[config.mk]
export PLATFORM = sky130hd
export DESIGN_NAME = lfsr_offset_finder
export DESIGN_NICKNAME = d
export VERILOG_FILES = /design/src/rtl/lfsr_offset_finder.sv
export SDC_FILE = /design/constraint.sdc
export NUM_CORES = 1
export LEC_CHECK = 0
export ABC_CLOCK_PERIOD_IN_PS = 2400
export CORE_MARGIN = 4
export CORE_UTILIZATION = 54
export CTS_CLUSTER_SIZE = 40
export DETAILED_ROUTE_END_ITERATION = 8
export PLACE_DENSITY = 0.85
export RECOVER_POWER = 25
export SETUP_SLACK_MARGIN = 0.2
export SLEW_MARGIN = 20
export SYNTH_ARGS = -nofsm -noshare
export SYNTH_HDL_FRONTEND = slang
export SYNTH_SLANG_ARGS = --single-unit
[constraint.sdc]
create_clock -name clk_96MHz -period 2.4 [get_ports clk_96MHz]
set_clock_uncertainty 0.1 [all_clocks]
set_input_delay 0.36 -clock clk_96MHz [delete_from_list [all_inputs] [get_ports clk_96MHz]]
set_output_delay 0.36 -clock clk_96MHz [all_outputs]
set_load 0.005 [all_outputs]
[src/rtl/lfsr_offset_finder.sv]
// lfsr_offset_finder
//
// Takes a decoded 17-bit word from the BMC decoder and finds which of two candidate LFSR
// polynomials produced it, and how many steps from SEED it took. Both candidate LFSRs run in
// parallel, one step per clock. The result is tagged with the timestamp captured alongside
// the word.
//
// Ports:
//   clk_96MHz      system clock
//   reset          synchronous, active-low reset
//   enabled        when low, all state is held and the pulse outputs are forced low
//   decoded_data   17-bit word from the decoder
//   data_availible sticky "word ready" level from the decoder
//   ts_last_data   timestamp of decoded_data
//   decoder_clear  one-cycle pulse that clears the decoder's sticky flag
//   busy           high while a search is in progress
//   result_valid   one-cycle pulse; poly_id/offset/match_fail/ts_result are valid
//   match_fail     1 = word not reachable within MAX_ITER steps (or word is zero)
//   poly_id        index of the matching polynomial
//   offset         step count from SEED to the word
//   ts_result      timestamp captured with the word
module lfsr_offset_finder #(
    parameter logic [16:0] POLY_0   = 17'h1D258,
    parameter logic [16:0] POLY_1   = 17'h17E04,
    parameter logic [16:0] SEED     = 17'h00001,
    parameter int unsigned MAX_ITER = 131071
) (
    input  logic        clk_96MHz,
    input  logic        reset,
    input  logic        enabled,
    input  logic [16:0] decoded_data,
    input  logic        data_availible,
    input  logic [23:0] ts_last_data,
    output logic        decoder_clear,
    output logic        busy,
    output logic        result_valid,
    output logic        match_fail,
    output logic        poly_id,
    output logic [16:0] offset,
    output logic [23:0] ts_result
);

    localparam logic [16:0] LastCnt = 17'(MAX_ITER - 1);

    typedef enum logic [0:0] {StIdle, StSearch} state_e;

    state_e      state_q, state_d;
    logic [16:0] word_q, word_d;
    logic [23:0] ts_q, ts_d;
    logic [16:0] st0_q, st0_d;
    logic [16:0] st1_q, st1_d;
    logic [16:0] cnt_q, cnt_d;
    logic        busy_q, busy_d;
    logic        result_valid_q, result_valid_d;
    logic        decoder_clear_q, decoder_clear_d;
    logic        match_fail_q, match_fail_d;
    logic        poly_id_q, poly_id_d;
    logic [16:0] offset_q, offset_d;
    logic [23:0] ts_result_q, ts_result_d;

    logic search_done, search_fail, match_poly;

    // Feedback bit enters at the LSB.
    function automatic logic [16:0] lfsr_step(input logic [16:0] st, input logic [16:0] poly);
        return {st[15:0], ^(st & poly)};
    endfunction

    always_comb begin
        state_d         = state_q;
        word_d          = word_q;
        ts_d            = ts_q;
        st0_d           = st0_q;
        st1_d           = st1_q;
        cnt_d           = cnt_q;
        busy_d          = busy_q;
        match_fail_d    = match_fail_q;
        poly_id_d       = poly_id_q;
        offset_d        = offset_q;
        ts_result_d     = ts_result_q;
        // Pulses drop by default; while disabled they stay dropped so nothing is re-emitted.
        result_valid_d  = 1'b0;
        decoder_clear_d = 1'b0;
        search_done     = 1'b1;
        search_fail     = 1'b0;
        match_poly      = 1'b0;

        // Priority: zero word, poly 0 (wins ties), poly 1, iteration limit.
        if (word_q == '0) begin
            search_fail = 1'b1;
        end else if (st0_q == word_q) begin
            match_poly = 1'b0;
        end else if (st1_q == word_q) begin
            match_poly = 1'b1;
        end else if (cnt_q == LastCnt) begin
            search_fail = 1'b1;
        end else begin
            search_done = 1'b0;
        end

        if (enabled) begin
            unique case (state_q)
                StIdle: begin
                    if (data_availible) begin
                        word_d          = decoded_data;
                        ts_d            = ts_last_data;
                        st0_d           = SEED;
                        st1_d           = SEED;
                        cnt_d           = '0;
                        decoder_clear_d = 1'b1;
                        busy_d          = 1'b1;
                        state_d         = StSearch;
                    end
                end
                StSearch: begin
                    if (search_done) begin
                        result_valid_d = 1'b1;
                        match_fail_d   = search_fail;
                        poly_id_d      = search_fail ? 1'b0 : match_poly;
                        offset_d       = search_fail ? '0 : cnt_q;
                        ts_result_d    = ts_q;
                        busy_d         = 1'b0;
                        state_d        = StIdle;
                    end else begin
                        st0_d = lfsr_step(st0_q, POLY_0);
                        st1_d = lfsr_step(st1_q, POLY_1);
                        cnt_d = cnt_q + 17'd1;
                    end
                end
                default: state_d = StIdle;
            endcase
        end
    end

    always_ff @(posedge clk_96MHz) begin
        if (!reset) begin
            state_q         <= StIdle;
            word_q          <= '0;
            ts_q            <= '0;
            st0_q           <= '0;
            st1_q           <= '0;
            cnt_q           <= '0;
            busy_q          <= 1'b0;
            result_valid_q  <= 1'b0;
            decoder_clear_q <= 1'b0;
            match_fail_q    <= 1'b0;
            poly_id_q       <= 1'b0;
            offset_q        <= '0;
            ts_result_q     <= '0;
        end else begin
            state_q         <= state_d;
            word_q          <= word_d;
            ts_q            <= ts_d;
            st0_q           <= st0_d;
            st1_q           <= st1_d;
            cnt_q           <= cnt_d;
            busy_q          <= busy_d;
            result_valid_q  <= result_valid_d;
            decoder_clear_q <= decoder_clear_d;
            match_fail_q    <= match_fail_d;
            poly_id_q       <= poly_id_d;
            offset_q        <= offset_d;
            ts_result_q     <= ts_result_d;
        end
    end

    // Pulses are masked immediately when the block is disabled.
    assign decoder_clear = decoder_clear_q & enabled;
    assign result_valid  = result_valid_q & enabled;
    assign busy          = busy_q;
    assign match_fail    = match_fail_q;
    assign poly_id       = poly_id_q;
    assign offset        = offset_q;
    assign ts_result     = ts_result_q;

endmodule

Word level (Yosys, flattened, before mapping). Index checks and enable logic that the tools add are counted.

Flip-flop bits (word level): 139. Bits in latches: 0. Bits in writable memories: 0. Memory bits (read-only): 0. Input port bits: 45. Output and inout port bits: 46. Memories: 0.

Add/subtract/negate cells: 1. Multiply operators: 0. Divide/modulo/power cells: 0. $lt $le $gt $ge: 0. Equality and inequality tests: 6. Shifts and indexed selects: 0. Multiplexer cells: 27. Bitwise logic cells: 5. Reductions and logical operators: 9.

Operators by type and width (number): $mux W17 (6); $pmux W17 S2 (3); $eq A17 B17 Y1 (2); $reduce_xor A17 Y1 (2); $add A17 B1 Y17 const B (1); $eq A17 B17 Y1 const B (1); $logic_not A17 Y1 (1); $mux W1 (16); $reduce_and A3 Y1 (5); $ne A2 B2 Y1 const B (2); $pmux W1 S2 (2); $not A1 Y1 (3); $reduce_or A3 Y1 (1); $and A1 B1 Y1 (2); $ne A2 B1 Y1 const B (1).

Logic depth before layout (Yosys ltp).
Word-level depth: 7. Gate-level depth with buffers: 11. Mapped depth without buffers: 9.

Worst setup path after synthesis. No wires, ideal clock.

Kind: reg2reg. From: register cnt_q[0]. To: register cnt_q[13]. Setup time: 0.062 ns. Arrival: 1.897 ns. Setup slack: 0.341 ns. Cell stages (with the launch flop): 11. Path buffers: 1. Period minus slack after synthesis: 2.059 ns. Cells stage by stage: dfxtp_1 inv_1 ha_1 nand4_1 nor3_1 and3_1 nor3_2 nand4_1 clkbuf_1 or3_1 nand3_1.

Word-level cells in the longest chain between the ends: 7. Elaborated cells on any way between the ends: 10. Those cells by class: add/sub: 1; eq/ne: 2; mux: 6; reduce/logical: 1.

Ends and longest elaborated chain: start, declared (RTL line 52) `logic [16:0] cnt_q, cnt_d;`; start signal, assigned (RTL line 155) `cnt_q <= cnt_d;`; branches (longest 7 deep; another with $add A17 B1 Y17).

Several ways; the timed one is not identified. The select of a mux whose other input is x is not followed. A chain may end at the register's enable or synchronous reset.

Final worst setup path.
From: register word_q[3]. To: register st0_q[11].

Word-level cells in the longest chain between the ends: 6. Elaborated cells on any way between the ends: 8. Those cells by class: eq/ne: 3; mux: 3; reduce/logical: 2.

Ends and longest elaborated chain: start, declared (RTL line 48) `logic [16:0] word_q, word_d;`; start signal, assigned (RTL line 151) `word_q <= word_d;`; $eq A17 B17 Y1 (RTL line 92) `end else if (st1_q == word_q) begin`; $mux W1 (RTL line 92); $mux W1 (RTL line 90) `end else if (st0_q == word_q) begin`; $mux W1 * (RTL line 88) `if (word_q == '0) begin`; $ne A2 B2 Y1 (no line) *; $reduce_and A3 Y1 (no line) *; end signal, assigned (RTL line 153) `st0_q <= st0_d;`; end, declared (RTL line 50) `logic [16:0] st0_q, st0_d;`.

Every way passes the cells marked *; elsewhere a longest branch is shown, timed or not.

==> metrics.md <==
| Metric | Value |
|---|---|
| Nets | 878 |
| Clock latency on the worst-skew pair | 430 ps |
| Vias | 6,194 |
| Clock transition at path regs | 70 ps |
| Fillers | 571 |
| P_leak | 2.99 nW |
| Starting Density | 55.8% |
| Global route overflow | 0 |
| Setup violations, final | 65 |
| Reg2reg start | word_q[3] |
| CTS H-tree depth | 4 |
| Failing checks | negative setup slack |
| Area leader, netlist | dfxtp_1 |
| Sequential element share of the synthesized area | 45.4% |
| Vias per cell | 6.29 |
| Pwr per Cell Area | 677 mW/mm² |
| CTS tree | yes |
| Synth Register Bits | 139 |
| Antenna violations before repair | 0 |
| IO buf count | 90 |
| Routability Congestion | 0.863 |
| Ports | 91 |
| Final ANT Viol Nets | 0 |
| CTS Buffer Depth | 2 |
| CP Launch Point | word_q[3] |
| Post-route cell area | 0.00866 mm² |
| Crit path launch type | flip-flop |
| Syn. warnings | 0 |
| Total GRT Usage | 25.3% |
| Root buffer cell | clkbuf_16 |
| Post-Syn Instances | 726 |
| Die X-Extent | 115 µm |
| Clock power share | 45.7% |
| First DRT Iteration DRCs | 674 |
| Minimum clock period | 2630 ps |
| Syn Std Cell Area | 0.00612 mm² |
| Critical Path Sink Type | flip-flop |
| Die area | 0.0131 mm² |
| MaxCap Viol Count | 0 |
| Logic pwr share | 13.2% |
| Unrepaired setup endpoints after global routing | yes |
| Hold_sp | reset |
| Synth top area share | 45.4% |
| Synth area leaders | dfxtp_1 (45%), nand2_1 (10%), nand3_1 (7.8%), xnor2_1 (5.7%), a21boi_0 (5.4%) |
| Post-Place Cell Area | 0.00709 mm² |
| Vias in the first global route | 5,519 |
| Clk sinks | 139 |
| Internal power | 4.22 mW |
| Length of the first detailed-routing pass in iterations | 5 |
| Largest net degree at the start of global routing | 126 |
| DP Wirelength | 9.43 mm |
| Data required, critical path | 2610 ps |
| Rows | 38 |
| Unique cell type count in the Yosys netlist | 47 |
| Ys async rst share | 0% |
| Crit-path max FO | 16 |
| Crit path DAT | 2840 ps |
| Chip height | 115 µm |
| CP Class | flip-flop to flip-flop |
| Multi-input gate area | 0.00346 mm² |
| Worst-margin pin slew | 896 ps |
| Switch Pwr | 1.64 mW |
| DRC viols | 0 |
| Worst vdd ir | 0.492 mV |
| Storage cell area | 0.00282 mm² |
| Leading cell types in the layout, fill and taps excluded | nand2_1 (170), dfxtp_1 (122), clkdlybuf4s50_1 (89) |
| CTS buffer count | 17 |
| Layout cells sized above 1 | 21.3% |
| Core area | 0.0110 mm² |
| WL final | 21.5 mm |
| Register share of total power | 41.1% |
| Pwr Total | 5.86 mW |
| Most common cell after layout, fill and taps aside | nand2_1 |
| Syn avg cell area | 8.44 µm² |
| Layout area overhead | 41.4% |
| Final hold viol count | 0 |
| Status | finished, violations left |
| N_diodes | 0 |
| First-pass GRT wire length | 26.8 mm |
| Hold Path Class | primary input to flip-flop |
| Synth Net Count | 773 |
| Net Sw Frac | 28.0% |
| EDFF count, synth | 0 |
| Slew HR | 40.3% |
| Setup ws final | -230 ps |
| Final period util | 110% |
| Fmax | 380 MHz |
| Placement Setup Slack | 83.8 ps |
| Max-slew violations | 0 |
| Ys flop type | dfxtp_1 |
| Avg WL per Cell | 21.8 µm |
synth_stat cells, types with 4 or more instances:
cell,number
nand2_1,170
dfxtp_1,139
nand3_1,95
a21boi_0,44
xnor2_1,40
o21ai_0,35
clkbuf_1,34
o21ai_1,24
nand2b_1,17
a21boi_1,14
nor2_1,10
or3_1,10
nand4_1,9
buf_6,8
xor2_1,8
and2_1,5
buf_2,5
nor3_1,5
inv_1,4
nor4_1,4
per-stage QoR:
stage / std cells / util [%] / TNS [ps] / hold WS, ps
final: 984 / 78.8 / -3530 / 192
after global routing: 984 / 78.8 / -6890 / 186
after CTS: 959 / 71.9 / 0 / 156
after detailed placement: 917 / 64.5 / 0 / 340
after global placement: 917 / 64.5 / 0 / 339
after floorplan: 726 / - / 0 / 335
cell families (layout without fill, tap and decap cells):
group	Yosys count	count (layout)	synth area share, %
compound gates	135	135	15.0
xor+xnor	48	48	6.86
fa+ha+maj	2	2	0.409
buf+inv	56	174	4.82
flops	139	139	45.4
mux	1	1	0.163
simple gates	345	345	27.4
registers in the layout (all words and copies together) (netlist names):
name,count
busy,1
cnt_q,17
decoder_clear_q,1
match_fail,1
offset,17
poly_id,1
result_valid_q,1
st0_q,17
st1_q,17
state_q,1
ts_q,24
ts_result,24
word_q,17
worst max-delay path, cell delays in order, from the launching register on:
cell and delay [ps]:
dfxtp_4 370, xnor2_1 270, nand3_1 220, nor3_4 330, nand4_4 210, a31oi_4 390, buf_4 200, clkbuf_16 170
nand3_1 90, o21ai_0 170
path summary, 6_finish.rpt:
kind,to,slack [ps],depth (start not counted)
worst min register to register,ts_result[7],360,2
worst max register to register,st0_q[11],-230,9
worst max-delay path,st0_q[11],-230,9
worst min-delay path,poly_id,190,3
per-layer routing:
| metal | track usage, % | share of wire (%) |
|---|---|---|
| met1 | 29.7 | 36 |
| met2 | 43.2 | 49 |
| met3 | 6.66 | 8.6 |
| met4 | 11.3 | 6.3 |
| met5 | 0 | 0 |
power by group through the flow:
stage	Sequential (mW)	Clock (mW)	Combinational [mW]
after floorplan	2.43	0	0.332
after CTS	2.40	2.65	0.547
after global placement	2.44	0	0.465
final	2.41	2.68	0.775
after detailed placement	2.45	0	0.478
after global routing	2.41	2.78	0.801
cell type report:
type	instances	area share, %
multi-input combinational	531	40.0
sequential	139	32.5
timing repair buffer	138	18.5
clock buffer	17	4.91
tap	140	2.02
clock inverter	15	1.94
inverter	4	0.173
what timing repair did:
| action | in CTS | in global routing |
|---|---|---|
| hold buffers | 0 | 0 |
| buffers inserted | 9 | 12 |
| gates cloned | 1 | 13 |
| endpoints found under the setup margin | 91 | 97 |
| resized for setup | 27 | 103 |
| pin swaps | 10 | 21 |
No activity file was read; power rests on OpenSTA's default activity.
